==> src/rtl/button_event_fsm.sv <==
// button_event_fsm: turns debounced button levels into registered press/release/long/repeat pulses.
module button_event_fsm #(
   parameter int N                = 4,
   parameter int LONG_PRESS_TICKS = 100,
   parameter int REPEAT_TICKS     = 20,
   parameter int CNT_W            = $clog2((LONG_PRESS_TICKS > REPEAT_TICKS ? LONG_PRESS_TICKS : REPEAT_TICKS) + 1)
) (
   input  logic         i_clk,
   input  logic         i_rst,
   input  logic         i_long_tick,
   input  logic [N-1:0] i_button,
   output logic [N-1:0] o_press,
   output logic [N-1:0] o_release,
   output logic [N-1:0] o_long,
   output logic [N-1:0] o_repeat,
   output logic [N-1:0] o_held
);
   typedef enum logic [1:0] {IDLE, SHORT, LONG} state_t;
   localparam logic [CNT_W-1:0] LONG_MAX = CNT_W'(LONG_PRESS_TICKS - 1);
   localparam logic [CNT_W-1:0] REP_MAX  = CNT_W'(REPEAT_TICKS == 0 ? 0 : REPEAT_TICKS - 1);
   state_t           state [N];
   logic [CNT_W-1:0] cnt   [N];
   logic [N-1:0]     r_prev;
   logic [N-1:0]     rise, fall;
   assign rise = i_button & ~r_prev;
   assign fall = ~i_button & r_prev;
   // a falling edge always wins over a coincident tick, so each branch tests fall first
   always_ff @(posedge i_clk or posedge i_rst)
      if (i_rst) begin
         r_prev    <= '0;
         o_press   <= '0;
         o_release <= '0;
         o_long    <= '0;
         o_repeat  <= '0;
         o_held    <= '0;
         for (int c = 0; c < N; c++) begin
            state[c] <= IDLE;
            cnt[c]   <= '0;
         end
      end else begin
         r_prev    <= i_button;
         o_press   <= '0;
         o_release <= '0;
         o_long    <= '0;
         o_repeat  <= '0;
         o_held    <= '0;
         for (int c = 0; c < N; c++) begin
            case (state[c])
               IDLE:
                  if (rise[c]) begin
                     state[c]   <= SHORT;
                     cnt[c]     <= '0;
                     o_press[c] <= 1'b1;
                  end
               SHORT:
                  if (fall[c]) begin
                     state[c]     <= IDLE;
                     cnt[c]       <= '0;
                     o_release[c] <= 1'b1;
                  end else if (i_long_tick) begin
                     if (cnt[c] == LONG_MAX) begin
                        state[c]  <= LONG;
                        cnt[c]    <= '0;
                        o_long[c] <= 1'b1;
                        o_held[c] <= 1'b1;
                     end else
                        cnt[c] <= cnt[c] + 1'b1;
                  end
               LONG:
                  if (fall[c]) begin
                     state[c]     <= IDLE;
                     cnt[c]       <= '0;
                     o_release[c] <= 1'b1;
                  end else begin
                     o_held[c] <= 1'b1;
                     if (REPEAT_TICKS != 0 && i_long_tick) begin
                        if (cnt[c] == REP_MAX) begin
                           cnt[c]      <= '0;
                           o_repeat[c] <= 1'b1;
                        end else
                           cnt[c] <= cnt[c] + 1'b1;
                     end
                  end
               default: state[c] <= IDLE;
            endcase
         end
      end
endmodule
==> config.mk <==
export PLATFORM = sky130hd
export DESIGN_NAME = button_event_fsm
export DESIGN_NICKNAME = d
export VERILOG_FILES = /design/src/rtl/button_event_fsm.sv
export SDC_FILE = /design/constraint.sdc
export NUM_CORES = 1
export LEC_CHECK = 0
export ABC_CLOCK_PERIOD_IN_PS = 3700
export BUFFER_PORTS_ARGS = -buffer_cell sky130_fd_sc_hd__buf_4
export CAP_MARGIN = 20
export CORE_MARGIN = 3
export CORE_UTILIZATION = 55
export DETAILED_ROUTE_END_ITERATION = 10
export PLACE_DENSITY = 0.74
export SYNTH_ARGS = -nofsm -noshare
export SYNTH_HDL_FRONTEND = slang
export SYNTH_SLANG_ARGS = --single-unit
==> constraint.sdc <==
create_clock -name i_clk -period 3.7 [get_ports i_clk]
set_input_delay 0 -clock i_clk [delete_from_list [all_inputs] [get_ports i_clk]]
set_output_delay 0 -clock i_clk [all_outputs]
set_load 0.005 [all_outputs]
==> flow_summary.yaml, run 1 <==
critical_path:
  cp_slowest_cell: "or3b_2"
  rrSetupSlack_ns: 1.44
  slowest_delay_ns: 0.48
  path_cells: "ha_1 -> or3b_2 -> nor3_2 -> o22a_2 -> or2_1 -> o21ai_0"
  cp.arrival_ns: 2.46
  crit_family: "simple AND/OR/NAND/NOR gates"
  required_ns: 3.90
  critPathBufInv: 0
  r2r-end: "cnt[8]"
  reg2reg_from: "cnt[7]"
  crit_path_start_kind: "flop"
  critPathKind: "flop to flop"
  path_max_fanout: 7
  critPathCaptureType: "flop"
  rr_worst_depth: 6
clocking:
  cts_buffers: 9
  clk_transition_reported_paths_ns: 0.07
  tritoncts: "done"
  cts_setup_buffers: 0
  cts.sinks: 60
  htreeDepth: 3
  ctsHoldBuffers: 6
  ctsResizeCount: 0
  cts_root_buffer: "clkbuf_8"
  clk_latency_ns: 0.33
  clockBufferDepth: 2
sta:
  finalCriticalPeriod_ns: 2.26
  rsz0062_at_grt: "false"
  finClkSkew_ns: 0.00963
  min_period_over_period: 0.610
  slew_viol_final: 0
  finalSetupTns_ns: 0
  fmax_mhz: 443
  slew_headroom: 0.512
  setup_viol: 0
  hold_viol: 0
  worstMarginPinSlew_ns: 0.732
global_routing:
  grt_start_max_net_pins: 61
  grt_pass1_wl_mm: 10.4
  grt_usage: 0.203
  grt_overflow: 0
  grt_pass1_vias: 2390
  antenna_found_initial: 0
pwr:
  p_leak_nw: 1.74
  p_switching_w: 0.000717
  comb_power_share: 0.372
  peakVddDrop_uv: 340
  clock_power_share: 0.236
  power.density_nw_per_um2: 554
  power.total_w: 0.00202
  swShare: 0.356
  p_seq_frac: 0.392
  internal_power_w: 0.00130
route:
  drc_errors: 0
  via_per_inst: 5.63
  routedWlPerCell_um: 14.2
  drt-initial-drc-count: 85
  routed_wirelength_mm: 5.98
  ant_nets: 0
  dr.pass1.iters: 4
  num_vias: 2365
min_path:
  hp-start: "i_button[0]"
  hold_path_class: "input port to flop"
  min_path_cells: 2
  min_to: "r_prev[0]"
floorplan:
  pin_count: 27
  initial_utilization: 0.573
  core_um2: 5540
  rows: 27
  dieArea_um2: 6720
  fp.dieH_um: 82.0
  die_w_um: 82.0
synthesis:
  ys_ff_latch: 60
  synth.top_cells.by_area: "dfrtp_1 (47%), ha_1 (7.5%), nand2_1 (3.1%), a22o_1 (2.5%), nand2b_1 (2.4%)"
  synth.distinct_cells: 58
  synthFlopType: "dfrtp_1"
  syn-instance-count: 305
  postSynth.asyncResetShare: 1.00
  synth_area_leader_cell: "dfrtp_1"
  avgSynthCellArea_um2: 10.4
  synth_edf_count: 0
  synth_top_cell_area_share: 0.473
  syn_nets: 331
  netlist_area_um2: 3170
  ys_seq_area_frac: 0.473
  ys_warn_count: 0
run:
  cap_viol_max_count: 0
cells_and_area:
  multi_input_area_um2: 1550
  area_growth_pct: 14.6
  nNetsFinal: 370
  final_cell_mix: "dfrtp_1 (60), buf_4 (27), nand2_1 (26)"
  seq_area_um2: 1500
  layout-drive-gt1-share: 0.193
  antenna_cells: 0
  layout_commonest_cell: "dfrtp_1"
  fillCellCount: 488
  stdcell_area_um2: 3640
place:
  dp_hpwl_mm: 4.24
  portBuffers: 26
  globalplace.congestion: 0.834
  placed_area_um2: 3430
outcome:
  run_status: "completed"
[synth_stat cells (2+ instances only)]
| cell type | n |
|---|---|
| or3b_2 | 2 |
| o211ai_1 | 2 |
| buf_6 | 2 |
| nand2_1 | 26 |
| nor4_1 | 2 |
| o31ai_2 | 2 |
| or2_2 | 5 |
| or3b_1 | 2 |
| a21o_1 | 6 |
| nor2_1 | 19 |
| and2_1 | 3 |
| a31oi_1 | 4 |
| ha_1 | 19 |
| a221o_1 | 4 |
| o21bai_1 | 5 |
| and3_1 | 5 |
| and2b_4 | 2 |
| o2bb2a_1 | 3 |
| and3_2 | 3 |
| a21oi_1 | 9 |
| o2bb2ai_1 | 5 |
| inv_1 | 19 |
| o21ai_0 | 10 |
| o21ai_1 | 3 |
| or2_1 | 2 |
| nor4b_1 | 2 |
| nand3_1 | 13 |
| o22ai_1 | 3 |
| dfrtp_1 | 60 |
| nor3b_1 | 4 |
| mux2_2 | 4 |
| a2bb2oi_1 | 3 |
| and2b_2 | 2 |
| and3b_1 | 4 |
| nand2b_1 | 12 |
| o31ai_1 | 3 |
| a22o_1 | 9 |
| nor3_1 | 2 |
[final cells by class]
type / count / share of cell area
Sequential cell: 60 / 0.413
Clock inverter: 3 / 0.00413
Tap cell: 72 / 0.0248
Inverter: 20 / 0.0220
Multi-Input combinational cell: 220 / 0.427
Clock buffer: 12 / 0.0372
Timing Repair Buffer: 33 / 0.0722
[power groups by stage]
stage	clock (W)	sequential, W	combinational (W)
2_1_floorplan	0	0.000791	0.000584
3_3_place_gp	0	0.000797	0.000726
3_5_place_dp	0	0.000802	0.000751
4_1_cts	0.000492	0.000791	0.000758
5_1_grt	0.000516	0.000802	0.000854
6_report	0.000475	0.000791	0.000749
[logic make-up (layout without fill, tap and decap cells)]
group	after synthesis	after routing	share of synthesized area
AO/OA/AOI/OAI	79	79	0.187
adder cells (fa/ha/maj)	19	19	0.0749
multiplexers	5	5	0.0173
buffers and inverters	25	68	0.0375
flip-flops	60	60	0.473
AND/OR/NAND/NOR	117	117	0.210
[worst reg2reg max path, stage by stage, from the launching register on]
cell and delay, ns:
dfrtp_1 0.39, ha_1 0.23, or3b_2 0.48, nor3_2 0.32
o22a_2 0.29, or2_1 0.29, o21ai_0 0.14
[state kept, by name (all words and copies together), names as in the netlist]
name and flops:
o_press 4, r_prev 4, state 8, cnt 28, o_long 4, o_release 4, o_held 4, o_repeat 4
[how the worst max path moves through the flow]
stage / from / endpoint / cells past startpoint
after detailed placement: cnt[7] / cnt[8] / 6
after global placement: cnt[7] / cnt[8] / 6
final: cnt[7] / cnt[8] / 6
after floorplan: cnt[14] / cnt[19] / 6
after global routing: cnt[7] / cnt[8] / 6
after CTS: cnt[7] / cnt[8] / 6
[metal layers]
| layer | global-route usage | vias to the layer above | wire [µm] |
|---|---|---|---|
| li1 | - | 1176 | - |
| met1 | 0.239 | 1157 | 2740 |
| met2 | 0.342 | 28 | 3010 |
| met3 | 0.0461 | 4 | 185 |
| met4 | 0.105 | 0 | 43 |
| met5 | 0 | - | 0 |
[stage by stage]
stage	hold slack (ns)	std cells	setup slack [ns]	util
after detailed placement	0.132	399	1.44	0.619
after global routing	0.340	420	1.29	0.657
after CTS	0.321	420	1.44	0.657
after floorplan	0.0314	305	1.77	-
final	0.344	420	1.44	0.657
after global placement	0.129	399	1.54	0.619
Note: power is estimated with default switching activity, not from simulation.
==> run 2, diff against run 1 <==
--- a/config.mk
+++ b/config.mk
@@ -5,7 +5,7 @@
 export SDC_FILE = /design/constraint.sdc
 export NUM_CORES = 1
 export LEC_CHECK = 0
-export ABC_CLOCK_PERIOD_IN_PS = 3700
+export ABC_CLOCK_PERIOD_IN_PS = 2200
 export BUFFER_PORTS_ARGS = -buffer_cell sky130_fd_sc_hd__buf_4
 export CAP_MARGIN = 20
 export CORE_MARGIN = 3
==> constraint.sdc (replaced) <==
create_clock -name i_clk -period 2.2 [get_ports i_clk]
set_input_delay 0 -clock i_clk [delete_from_list [all_inputs] [get_ports i_clk]]
set_output_delay 0 -clock i_clk [all_outputs]
set_load 0.005 [all_outputs]
==> run 2 against run 1 <==
Compared with the run above:
- via count increased by 0.93%
- non-clock buffer count increased by 10
- first-iteration DRC count increased by 53%
- maximum frequency increased by 8.0%
- worst setup slack got worse by 1.3 ns
==> flow_summary.yaml, run 2 (synthesized netlist as in run 1, its figures left out) <==
floorplan:
  initial_utilization: 0.573
  dieArea_um2: 6720
  pin_count: 27
  die_w_um: 82.0
  rows: 27
  core_um2: 5540
  fp.dieH_um: 82.0
pwr:
  p_leak_nw: 1.81
  peakVddDrop_uv: 462
  power.density_nw_per_um2: 951
critical_path:
  required_ns: 2.43
  path_max_fanout: 5
  critPathKind: "flop to flop"
  crit_path_start_kind: "flop"
  cp.arrival_ns: 2.32
  rrSetupSlack_ns: 0.11
  critPathCaptureType: "flop"
place:
  portBuffers: 26
  globalplace.congestion: 0.852
  dp_hpwl_mm: 4.23
  placed_area_um2: 3490
cells_and_area:
  layout_commonest_cell: "dfrtp_1"
  largest_reg_flops: 28
  antenna_cells: 0
  reg_top3: "cnt (28), state (8)"
  top_register: "cnt"
  stdcell_area_um2: 3760
  fillCellCount: 453
  final_cell_mix: "dfrtp_1 (60), buf_4 (37), nand2_1 (26)"
  area_growth_pct: 18.6
  nNetsFinal: 380
  layout-drive-gt1-share: 0.235
  fin_util: 0.679
route:
  num_vias: 2387
  via_per_inst: 5.55
  dr.pass1.iters: 4
  drt-initial-drc-count: 130
  ant_nets: 0
  routed_wirelength_mm: 6.02
  routedWlPerCell_um: 14.0
  drc_errors: 0
clocking:
  clockBufferDepth: 2
  tritoncts: "done"
  clk_latency_ns: 0.34
  clk_transition_reported_paths_ns: 0.07
  cts.sinks: 60
  htreeDepth: 3
  cts_root_buffer: "clkbuf_8"
  cts_buffers: 9
global_routing:
  antenna_found_initial: 0
  grt_overflow: 0
  grt_pass1_wl_mm: 10.5
  grt_usage: 0.206
  grt_pass1_vias: 2366
  grt_start_max_net_pins: 29
outcome:
  run_status: "completed"
sta:
  hold_viol: 0
  hold_ws_ns: 0.270
  finalCriticalPeriod_ns: 2.09
  worstMarginPinSlew_ns: 0.565
  slew_headroom: 0.623
  finClkSkew_ns: 0.00982
  setup_viol: 0
  min_period_over_period: 0.951
  finalSetupTns_ns: 0
  fmax_mhz: 478
  slew_viol_final: 0
run:
  cap_viol_max_count: 0
min_path:
  hold_path_class: "input port to async pin"
==> run 2: worst paths after layout <==
check,from,to,cells after the start
worst min register to register,cnt[22],cnt[22],2
min in group i_clk,i_button[1],r_prev[1],2
max in group asynchronous,i_rst,o_release[1],4
worst max-delay path,cnt[7],cnt[9],7
worst max register to register,cnt[7],cnt[9],7
worst min-delay path,i_rst,cnt[4],3
==> run 2: final cells by class <==
class | instances | area [µm²] | share of cell area
clock inverter | 2 | 10.0 | 0.00266
inverter | 20 | 80.1 | 0.0213
sequential | 60 | 1500 | 0.399
timing repair buffer | 43 | 338 | 0.0898
multi-input combinational | 220 | 1580 | 0.421
tap | 72 | 90.1 | 0.0239
clock buffer | 13 | 159 | 0.0422
==> run 2: critical path, cell delays in order (launching register included) <==
cell	delay, ns
dfrtp_1	0.38
ha_1	0.21
or3b_2	0.50
nor4b_2	0.29
o22a_2	0.28
buf_4	0.13
o21bai_1	0.06
o2bb2ai_1	0.12
==> run 2: per-stage QoR <==
step / worst slack, ns / cells / power [W]
after floorplan: 0.275 / 305 / 0.00231
after global routing: -0.0439 / 430 / 0.00385
final: 0.109 / 430 / 0.00358
after CTS: 0.0920 / 428 / 0.00356
after detailed placement: -0.0362 / 407 / 0.00267
after global placement: 0.0783 / 407 / 0.00264
==> run 2: repair_timing <==
item,CTS,global route
hold endpoints to repair,36,0
gates cloned,0,0
buffers inserted,0,2
pin swaps,0,3
endpoints found under the setup margin,2,20
resized for setup,1,5
hold buffers,6,0
==> run 2: power by group <==
part	switching (W)	internal [W]	leakage [nW]
clock	0.000402	0.000461	0.0893
combinational	0.000741	0.000648	0.909
sequential	0.0000916	0.00123	0.812
==> run 2: metal layers <==
layer | GRT usage | routed length [µm] | vias to the layer above
li1 | - | - | 1195
met1 | 0.262 | 2770 | 1145
met2 | 0.329 | 2880 | 38
met3 | 0.0493 | 257 | 9
met4 | 0.101 | 119 | 0
met5 | 0 | 0 | -
